**src/rtl/ctrl_pipe.sv**
```systemverilog
// ctrl_pipe: carries the decoder's control bundle through the ID/EX, EX/MEM and
// MEM/WB registers. It selects and pipelines the destination register, detects
// RAW hazards against in-flight instructions and inserts bubbles on a stall or
// flush.
// Optional build macro CTRL_PIPE_FWD_EN: when defined, EX-stage forwarding
// selects are generated and only load-use hazards stall. When undefined, the
// forwarding selects are tied to 00 and any ID/EX or EX/MEM hit stalls.
module ctrl_pipe (
  input  logic       clk_i,
  input  logic       rst_i,
  input  logic       valid_i,
  input  logic       flush_i,
  input  logic       RegWrite_i,
  input  logic       MemtoReg_i,
  input  logic       Branch_i,
  input  logic       MemRead_i,
  input  logic       MemWrite_i,
  input  logic       RegDst_i,
  input  logic       ALUSrc_i,
  input  logic [1:0] ALUOp_i,
  input  logic [4:0] rs_i,
  input  logic [4:0] rt_i,
  input  logic [4:0] rd_i,
  output logic       stall_o,
  output logic [1:0] ex_ALUOp_o,
  output logic       ex_ALUSrc_o,
  output logic [4:0] ex_rs_o,
  output logic [4:0] ex_rt_o,
  output logic       mem_MemRead_o,
  output logic       mem_MemWrite_o,
  output logic       mem_RegWrite_o,
  output logic [4:0] mem_wr_addr_o,
  output logic       wb_RegWrite_o,
  output logic       wb_MemtoReg_o,
  output logic [4:0] wb_wr_addr_o,
  output logic [1:0] fwdA_o,
  output logic [1:0] fwdB_o
);

  typedef struct packed {
    logic       RegWrite;
    logic       MemtoReg;
    logic       MemRead;
    logic       MemWrite;
    logic       ALUSrc;
    logic [1:0] ALUOp;
    logic [4:0] rs;
    logic [4:0] rt;
    logic [4:0] dest;
  } idex_t;

  typedef struct packed {
    logic       RegWrite;
    logic       MemtoReg;
    logic       MemRead;
    logic       MemWrite;
    logic [4:0] dest;
  } exmem_t;

  typedef struct packed {
    logic       RegWrite;
    logic       MemtoReg;
    logic [4:0] dest;
  } memwb_t;

  idex_t  idex_q,  idex_d;
  exmem_t exmem_q, exmem_d;
  memwb_t memwb_q, memwb_d;

  logic use_rs, use_rt;
  logic ex_hit;
  logic issue;

  // A stage produces a usable hazard only if it writes a non-zero register
  // that equals the source being examined; register 0 is hard-wired.
  function automatic logic hit(input logic wr, input logic [4:0] dest,
                               input logic [4:0] src);
    return wr && (dest != 5'd0) && (dest == src);
  endfunction

  // Source usage of the ID instruction and its hazard against ID/EX.
  always_comb begin
    use_rs = RegWrite_i | MemRead_i | MemWrite_i | Branch_i;
    use_rt = (!ALUSrc_i && (RegWrite_i || Branch_i)) || MemWrite_i;
    ex_hit = (use_rs && hit(idex_q.RegWrite, idex_q.dest, rs_i)) ||
             (use_rt && hit(idex_q.RegWrite, idex_q.dest, rt_i));
  end

`ifdef CTRL_PIPE_FWD_EN
  // With forwarding only a load still in EX cannot supply its result in time.
  always_comb begin
    stall_o = valid_i && !flush_i && ex_hit && idex_q.MemRead;
  end

  // Forwarding selects for the EX operands; the younger EX/MEM result wins.
  always_comb begin
    fwdA_o = 2'b00;
    fwdB_o = 2'b00;
    if (hit(exmem_q.RegWrite, exmem_q.dest, idex_q.rs))
      fwdA_o = 2'b10;
    else if (hit(memwb_q.RegWrite, memwb_q.dest, idex_q.rs))
      fwdA_o = 2'b01;
    if (hit(exmem_q.RegWrite, exmem_q.dest, idex_q.rt))
      fwdB_o = 2'b10;
    else if (hit(memwb_q.RegWrite, memwb_q.dest, idex_q.rt))
      fwdB_o = 2'b01;
  end
`else
  logic mem_hit;

  // Without forwarding wait until the producer reaches WB; the register file
  // writes in the first half-cycle so a MEM/WB producer is already visible.
  always_comb begin
    mem_hit = (use_rs && hit(exmem_q.RegWrite, exmem_q.dest, rs_i)) ||
              (use_rt && hit(exmem_q.RegWrite, exmem_q.dest, rt_i));
    stall_o = valid_i && !flush_i && (ex_hit || mem_hit);
  end

  // No forwarding network in this build.
  always_comb begin
    fwdA_o = 2'b00;
    fwdB_o = 2'b00;
  end
`endif

  // Next-state of all stage registers; a non-issued slot becomes a bubble.
  always_comb begin
    issue  = valid_i && !flush_i && !stall_o;
    idex_d = '0;
    if (issue) begin
      idex_d.RegWrite = RegWrite_i;
      idex_d.MemtoReg = MemtoReg_i;
      idex_d.MemRead  = MemRead_i;
      idex_d.MemWrite = MemWrite_i;
      idex_d.ALUSrc   = ALUSrc_i;
      idex_d.ALUOp    = ALUOp_i;
      idex_d.rs       = rs_i;
      idex_d.rt       = rt_i;
      idex_d.dest     = RegDst_i ? rd_i : rt_i;
    end
    exmem_d.RegWrite = idex_q.RegWrite;
    exmem_d.MemtoReg = idex_q.MemtoReg;
    exmem_d.MemRead  = idex_q.MemRead;
    exmem_d.MemWrite = idex_q.MemWrite;
    exmem_d.dest     = idex_q.dest;
    memwb_d.RegWrite = exmem_q.RegWrite;
    memwb_d.MemtoReg = exmem_q.MemtoReg;
    memwb_d.dest     = exmem_q.dest;
  end

  // Stage registers; EX/MEM and MEM/WB advance every cycle regardless of stall.
  always_ff @(posedge clk_i) begin
    if (rst_i) begin
      idex_q  <= '0;
      exmem_q <= '0;
      memwb_q <= '0;
    end else begin
      idex_q  <= idex_d;
      exmem_q <= exmem_d;
      memwb_q <= memwb_d;
    end
  end

  // Per-stage control outputs.
  always_comb begin
    ex_ALUOp_o     = idex_q.ALUOp;
    ex_ALUSrc_o    = idex_q.ALUSrc;
    ex_rs_o        = idex_q.rs;
    ex_rt_o        = idex_q.rt;
    mem_MemRead_o  = exmem_q.MemRead;
    mem_MemWrite_o = exmem_q.MemWrite;
    mem_RegWrite_o = exmem_q.RegWrite;
    mem_wr_addr_o  = exmem_q.dest;
    wb_RegWrite_o  = memwb_q.RegWrite;
    wb_MemtoReg_o  = memwb_q.MemtoReg;
    wb_wr_addr_o   = memwb_q.dest;
  end

endmodule

```
**config.mk**
```make
export PLATFORM = sky130hd
export DESIGN_NAME = ctrl_pipe
export DESIGN_NICKNAME = d
export VERILOG_FILES = /design/src/rtl/ctrl_pipe.sv
export SDC_FILE = /design/constraint.sdc
export NUM_CORES = 1
export LEC_CHECK = 0
export ABC_AREA = 1
export CAP_MARGIN = 30
export CORE_UTILIZATION = 40
export CTS_CLUSTER_SIZE = 30
export DETAILED_ROUTE_END_ITERATION = 16
export PLACE_DENSITY = 0.85
export SLEW_MARGIN = 20
export SYNTH_ARGS = -nofsm -noshare
export SYNTH_HDL_FRONTEND = slang
export SYNTH_SLANG_ARGS = --single-unit
```
**constraint.sdc**
```tcl
create_clock -name clk_i -period 3.9 [get_ports clk_i]
set_input_delay 1.17 -clock clk_i [delete_from_list [all_inputs] [get_ports clk_i]]
set_output_delay 1.17 -clock clk_i [all_outputs]
set_load 0.01 [all_outputs]
```
# Word level (Yosys, flattened, before mapping)
# Index checks and enable logic that the tools add are counted.
totals:
  ff_bits: 38
  in_bits: 28
  output_inout_bits: 33
classes:
  eq_ne: 4
  muxes: 1
  bitwise: 4
  reduce_logical: 25
op_table:
  columns: ["op", "n"]
  rows:
  - ["equality test 5 bit", 4]
  - ["logical AND 1 bit", 14]
  - ["nonzero test 5 bit", 2]
  - ["logical OR 1 bit", 5]
  - ["2-to-1 mux 5 bit", 1]
  - ["zero test 1 bit", 3]
  - ["OR 1 bit", 3]
  - ["OR reduction 2 bit", 1]
  - ["NOT 1 bit", 1]

# Depth between registers and ports, before layout
depth:
  depth_word: 11
  ltp_mapped: 11

# Least setup slack after synthesis
# Ideal clock, no wire load.
synth_timing:
  path_type: "input -> output"
  startpoint: "input rt_i[4]"
  endpoint: "output stall_o"
  t_arrival_ns: 1.844
  slack_ns: 0.886
  path_stages: 9
  cell_sequence: "inv_1 > nand2_1 > nand2_1 > nand2_1 > nor2_1 > nand2_1 > nand2_1 > nand2_1 > a21oi_1"
synth_between:
  elab_chain_len: 6
  word_cells_on_any_way: 10
synth_lines:
  columns: ["element", "line", "source"]
  rows:
  - ["start, declared", "22", "input logic [4:0] rt_i,"]
  - ["equality test 5 bit", "78", "return wr && (dest != 5'd0) && (dest == src);"]
  - ["logical AND 1 bit", "78", null]
  - ["logical AND 1 bit, on equally long branches", "86, 115", null]
  - ["logical OR 1 bit, on equally long branches", "85, 114", null]
  - ["logical OR 1 bit *", "116", "stall_o = valid_i && !flush_i && (ex_hit || mem_hit);"]
  - ["logical AND 1 bit *", "116", null]
  - ["end, declared", "24", "output logic stall_o,"]
# Mark *: on every way between the ends. The rest lies on a longest branch, timed or not.

# Final worst setup path
layout_timing:
  startpoint: "input rs_i[4]"
  endpoint: "output stall_o"
layout_between:
  elab_chain_len: 6
  word_cells_on_any_way: 10
layout_lines:
  columns: ["element", "line", "source"]
  rows:
  - ["start, declared", "21", "input logic [4:0] rs_i,"]
  - ["equality test 5 bit", "78", null]
  - ["logical AND 1 bit", "78", null]
  - ["logical AND 1 bit, on equally long branches", "85, 114", null]
  - ["logical OR 1 bit, on equally long branches", "85, 114", null]
  - ["logical OR 1 bit *", "116", null]
  - ["logical AND 1 bit *", "116", null]
# Marks and branches as above.

==> flow_metrics.py <==
metrics = {
    "layout": {
        "drive_gt1_share_pct": 8.15,
        "design_area_um2": 2290,
        "num_antenna_cells": 0,
        "final_cell_mix": "54 x nor2_1, 53 x clkdlybuf4s50_1, 38 x inv_1, 38 x dfxtp_1, 33 x nand2_1",
        "n_fill_cell": 323,
        "syn_to_final_growth_pct": 47.2,
        "fin_nets": 297,
        "layout_commonest_cell": "nor2_1",
    },
    "setup_path": {
        "worstSetupStartpointType": "primary input",
        "path_delay_family": "buffers and inverters",
        "crit_chain": "clkdlybuf4s50_1 > inv_1 > nand2_1 > nand2_1 > nor2_1 > nand3_1 > nand2_1 > nand2_1 > a21oi_2 > clkbuf_2",
        "worst-path-buf-inv": 3,
        "worst_setup_path_end_kind": "output pin",
        "crit_required_ns": 2.73,
        "critical-path-max-stage-delay_ns": 0.51,
        "path_class": "in2out",
        "arrival_ns": 2.56,
        "r2r_slack_ns": 2.24,
        "crit_fanout": 3,
        "cp_slowest_cell": "clkdlybuf4s50_1",
        "path_common_cell": "nand2_1",
    },
    "worst_hold_path": {
        "min_path_type": "reg2reg",
    },
    "clocking": {
        "clk_latency_ns": 0.29,
        "clock-root-buffer": "clkbuf_8",
        "clock_path_buffers": 2,
        "cts_buffers": 5,
        "hold_buffers": 0,
        "post_cts_buffers": 0,
        "clock-sinks": 38,
        "ctsHtreeMaxLevel": 2,
        "cts_tree": "built",
        "path_clk_slew_ns": 0.07,
    },
    "floorplanning": {
        "dieHeight_um": 64.3,
        "fp.dieW_um": 64.3,
        "initial_core_util_pct": 42.1,
        "fp-row-count": 22,
        "die_area_um2": 4140,
        "io-pin-count": 61,
        "core_um2": 3690,
    },
    "detailed_routing": {
        "via_per_inst": 4.22,
        "dr.first_iter.drc_count": 56,
        "drt-total-wl_mm": 3.03,
        "ant_nets": 0,
        "top_layer_used": "met4",
        "dr.pass1.iters": 4,
        "drc": 0,
        "wl_met3_um": 179,
        "wl_per_cell_um": 9.52,
        "via_count": 1342,
        "met2_length_mm": 1.46,
        "wl_met1_mm": 1.34,
    },
    "sta": {
        "hold_viol": 0,
        "rsz0062_at_grt": "no",
        "finalCritPeriodShare_pct": 95.7,
        "fin_crit_ns": 3.73,
        "fmax_ghz": 0.268,
        "finalSetupViolations": 0,
        "layout_setup_ws_ns": 0.167,
        "slew_violations": 0,
        "fin_skew_ns": 0.00684,
    },
    "yosys": {
        "postSynthCellCount": 208,
        "yosys.area.top_type": "dfxtp_1",
        "synth_top_cell_area_share_pct": 49.0,
        "yosys-top-cells-area": "dfxtp_1 49%, nor2_1 13%, inv_1 9.2%",
        "synthDistinctLibCells": 18,
        "synth_seq_cells": 38,
        "synth_area_um2": 1550,
        "ys_seq_area_share_pct": 49.0,
        "syn_avg_cell_area_um2": 7.47,
        "ys_warn_count": 0,
    },
    "pwr": {
        "powerDensity_nw_per_um2": 393,
        "p_total_uw": 899,
        "pwr-share-clk_pct": 44.8,
        "power_leakage_nw": 1.07,
        "p_sw_share_pct": 19.6,
        "combPwrFrac_pct": 10.7,
        "ir_worst_vdd_mv": 0.295,
        "intPower_uw": 723,
        "switchingPower_uw": 176,
        "seqPwrFrac_pct": 44.6,
    },
    "grt": {
        "grt_overflow": 0,
        "grt_pass1_wl_mm": 5.21,
        "grt_usage_pct": 16.5,
        "antenna_found_initial": 0,
        "grt_max_degree": 23,
        "grt_pass1_vias": 1200,
    },
    "placement": {
        "dpl_cell_area_um2": 2140,
        "io_buffers": 56,
        "place.gp.congestion": 0.835,
        "pre_cts_ws_ns": -0.201,
        "dp_hpwl_mm": 2.36,
    },
    "status": {
        "status": "finished clean",
    },
    "job": {
        "cap_viol_max_count": 0,
    },
}
## cell type report
class	instances	area, um2	share of cell area (%)
flip-flops and latches	38	761	33.3
clock inverters	2	60.1	2.63
repair buffers	65	628	27.5
well taps	48	60.1	2.63
multi-input cells	121	552	24.1
inverters	38	143	6.24
clock buffers	6	82.6	3.61
## cell usage after synthesis
library cell and n:
nor2_1 54, dfxtp_1 38, inv_1 38, nand2_1 33, buf_4 10, xnor2_1 8
a21oi_1 7, xor2_1 4, buf_6 3, nand3_1 3, nand4_1 2, o21ai_0 2
and2_0 1, clkbuf_1 1, conb_1 1, nand2_2 1, nand3_2 1, nor2_2 1
## power by group through the flow
stage / clock (mW) / combinational [mW] / sequential [mW]
floorplan: 0 / 0.0464 / 0.411
CTS: 0.409 / 0.0970 / 0.401
finish: 0.402 / 0.0959 / 0.401
global placement: 0 / 0.0951 / 0.409
detailed placement: 0 / 0.0964 / 0.410
global route: 0.424 / 0.107 / 0.401
## tightest hold or removal path, delay by kind of cell, from the launching register on
kind	cells	cell delay, ns
and+or+nand+nor	1	0.03
DFF	1	0.30
buffers and inverters	1	0.04
## sequential cells by signal, indices dropped and copies added (netlist names), 2 cells and up
signal	cells
wb_wr_addr_o	5
exmem_d	9
ex_rt_o	5
ex_rs_o	5
ex_ALUOp_o	2
mem_wr_addr_o	5
## layer usage
layer / GRT usage, % / vias to the layer above
li1: - / 707
met1: 19.7 / 581
met2: 26.8 / 45
met3: 4.82 / 9
met4: 8.06 / 0
met5: 0 / -
## final timing paths
kind                          startpoint                       end  cells after the start
max                              rs_i[4]                   stall_o                     10
min                exmem_d[6]$_SDFF_PP0_  mem_MemRead_o$_SDFF_PP0_                      2
max reg2reg  mem_wr_addr_o[0]$_SDFF_PP0_     ex_rt_o[2]$_SDFF_PP0_                     10
min reg2reg        exmem_d[6]$_SDFF_PP0_  mem_MemRead_o$_SDFF_PP0_                      2
## stage by stage
stage | setup TNS [ns] | cells | hold slack, ns | utilization (%)
global placement | -0.185 | 310 | 0.390 | 58.0
finish | 0 | 318 | 0.402 | 62.0
CTS | 0 | 318 | 0.402 | 61.8
global route | 0 | 318 | 0.411 | 62.0
detailed placement | -0.201 | 310 | 0.392 | 58.0
floorplan | 0 | 211 | 0.388 | -
## timing repair
item | 4_1_cts | 5_1_grt
gates resized for setup | 1 | 5
setup endpoints to repair | 1 | 1
pin swaps | 0 | 0
## kinds of logic (layout without fill, tap and decap cells)
group,count (synthesis),in the layout,share of synthesized area [%]
buffers and inverters,52,111,16.4
AOI/OAI and AO/OA,9,9,2.90
other,1,4,0.242
and+or+nand+nor,96,96,24.7
DFF,38,38,49.0
xor gates and xnor gates,12,12,6.77
No activity file was read; power rests on OpenSTA's default activity.
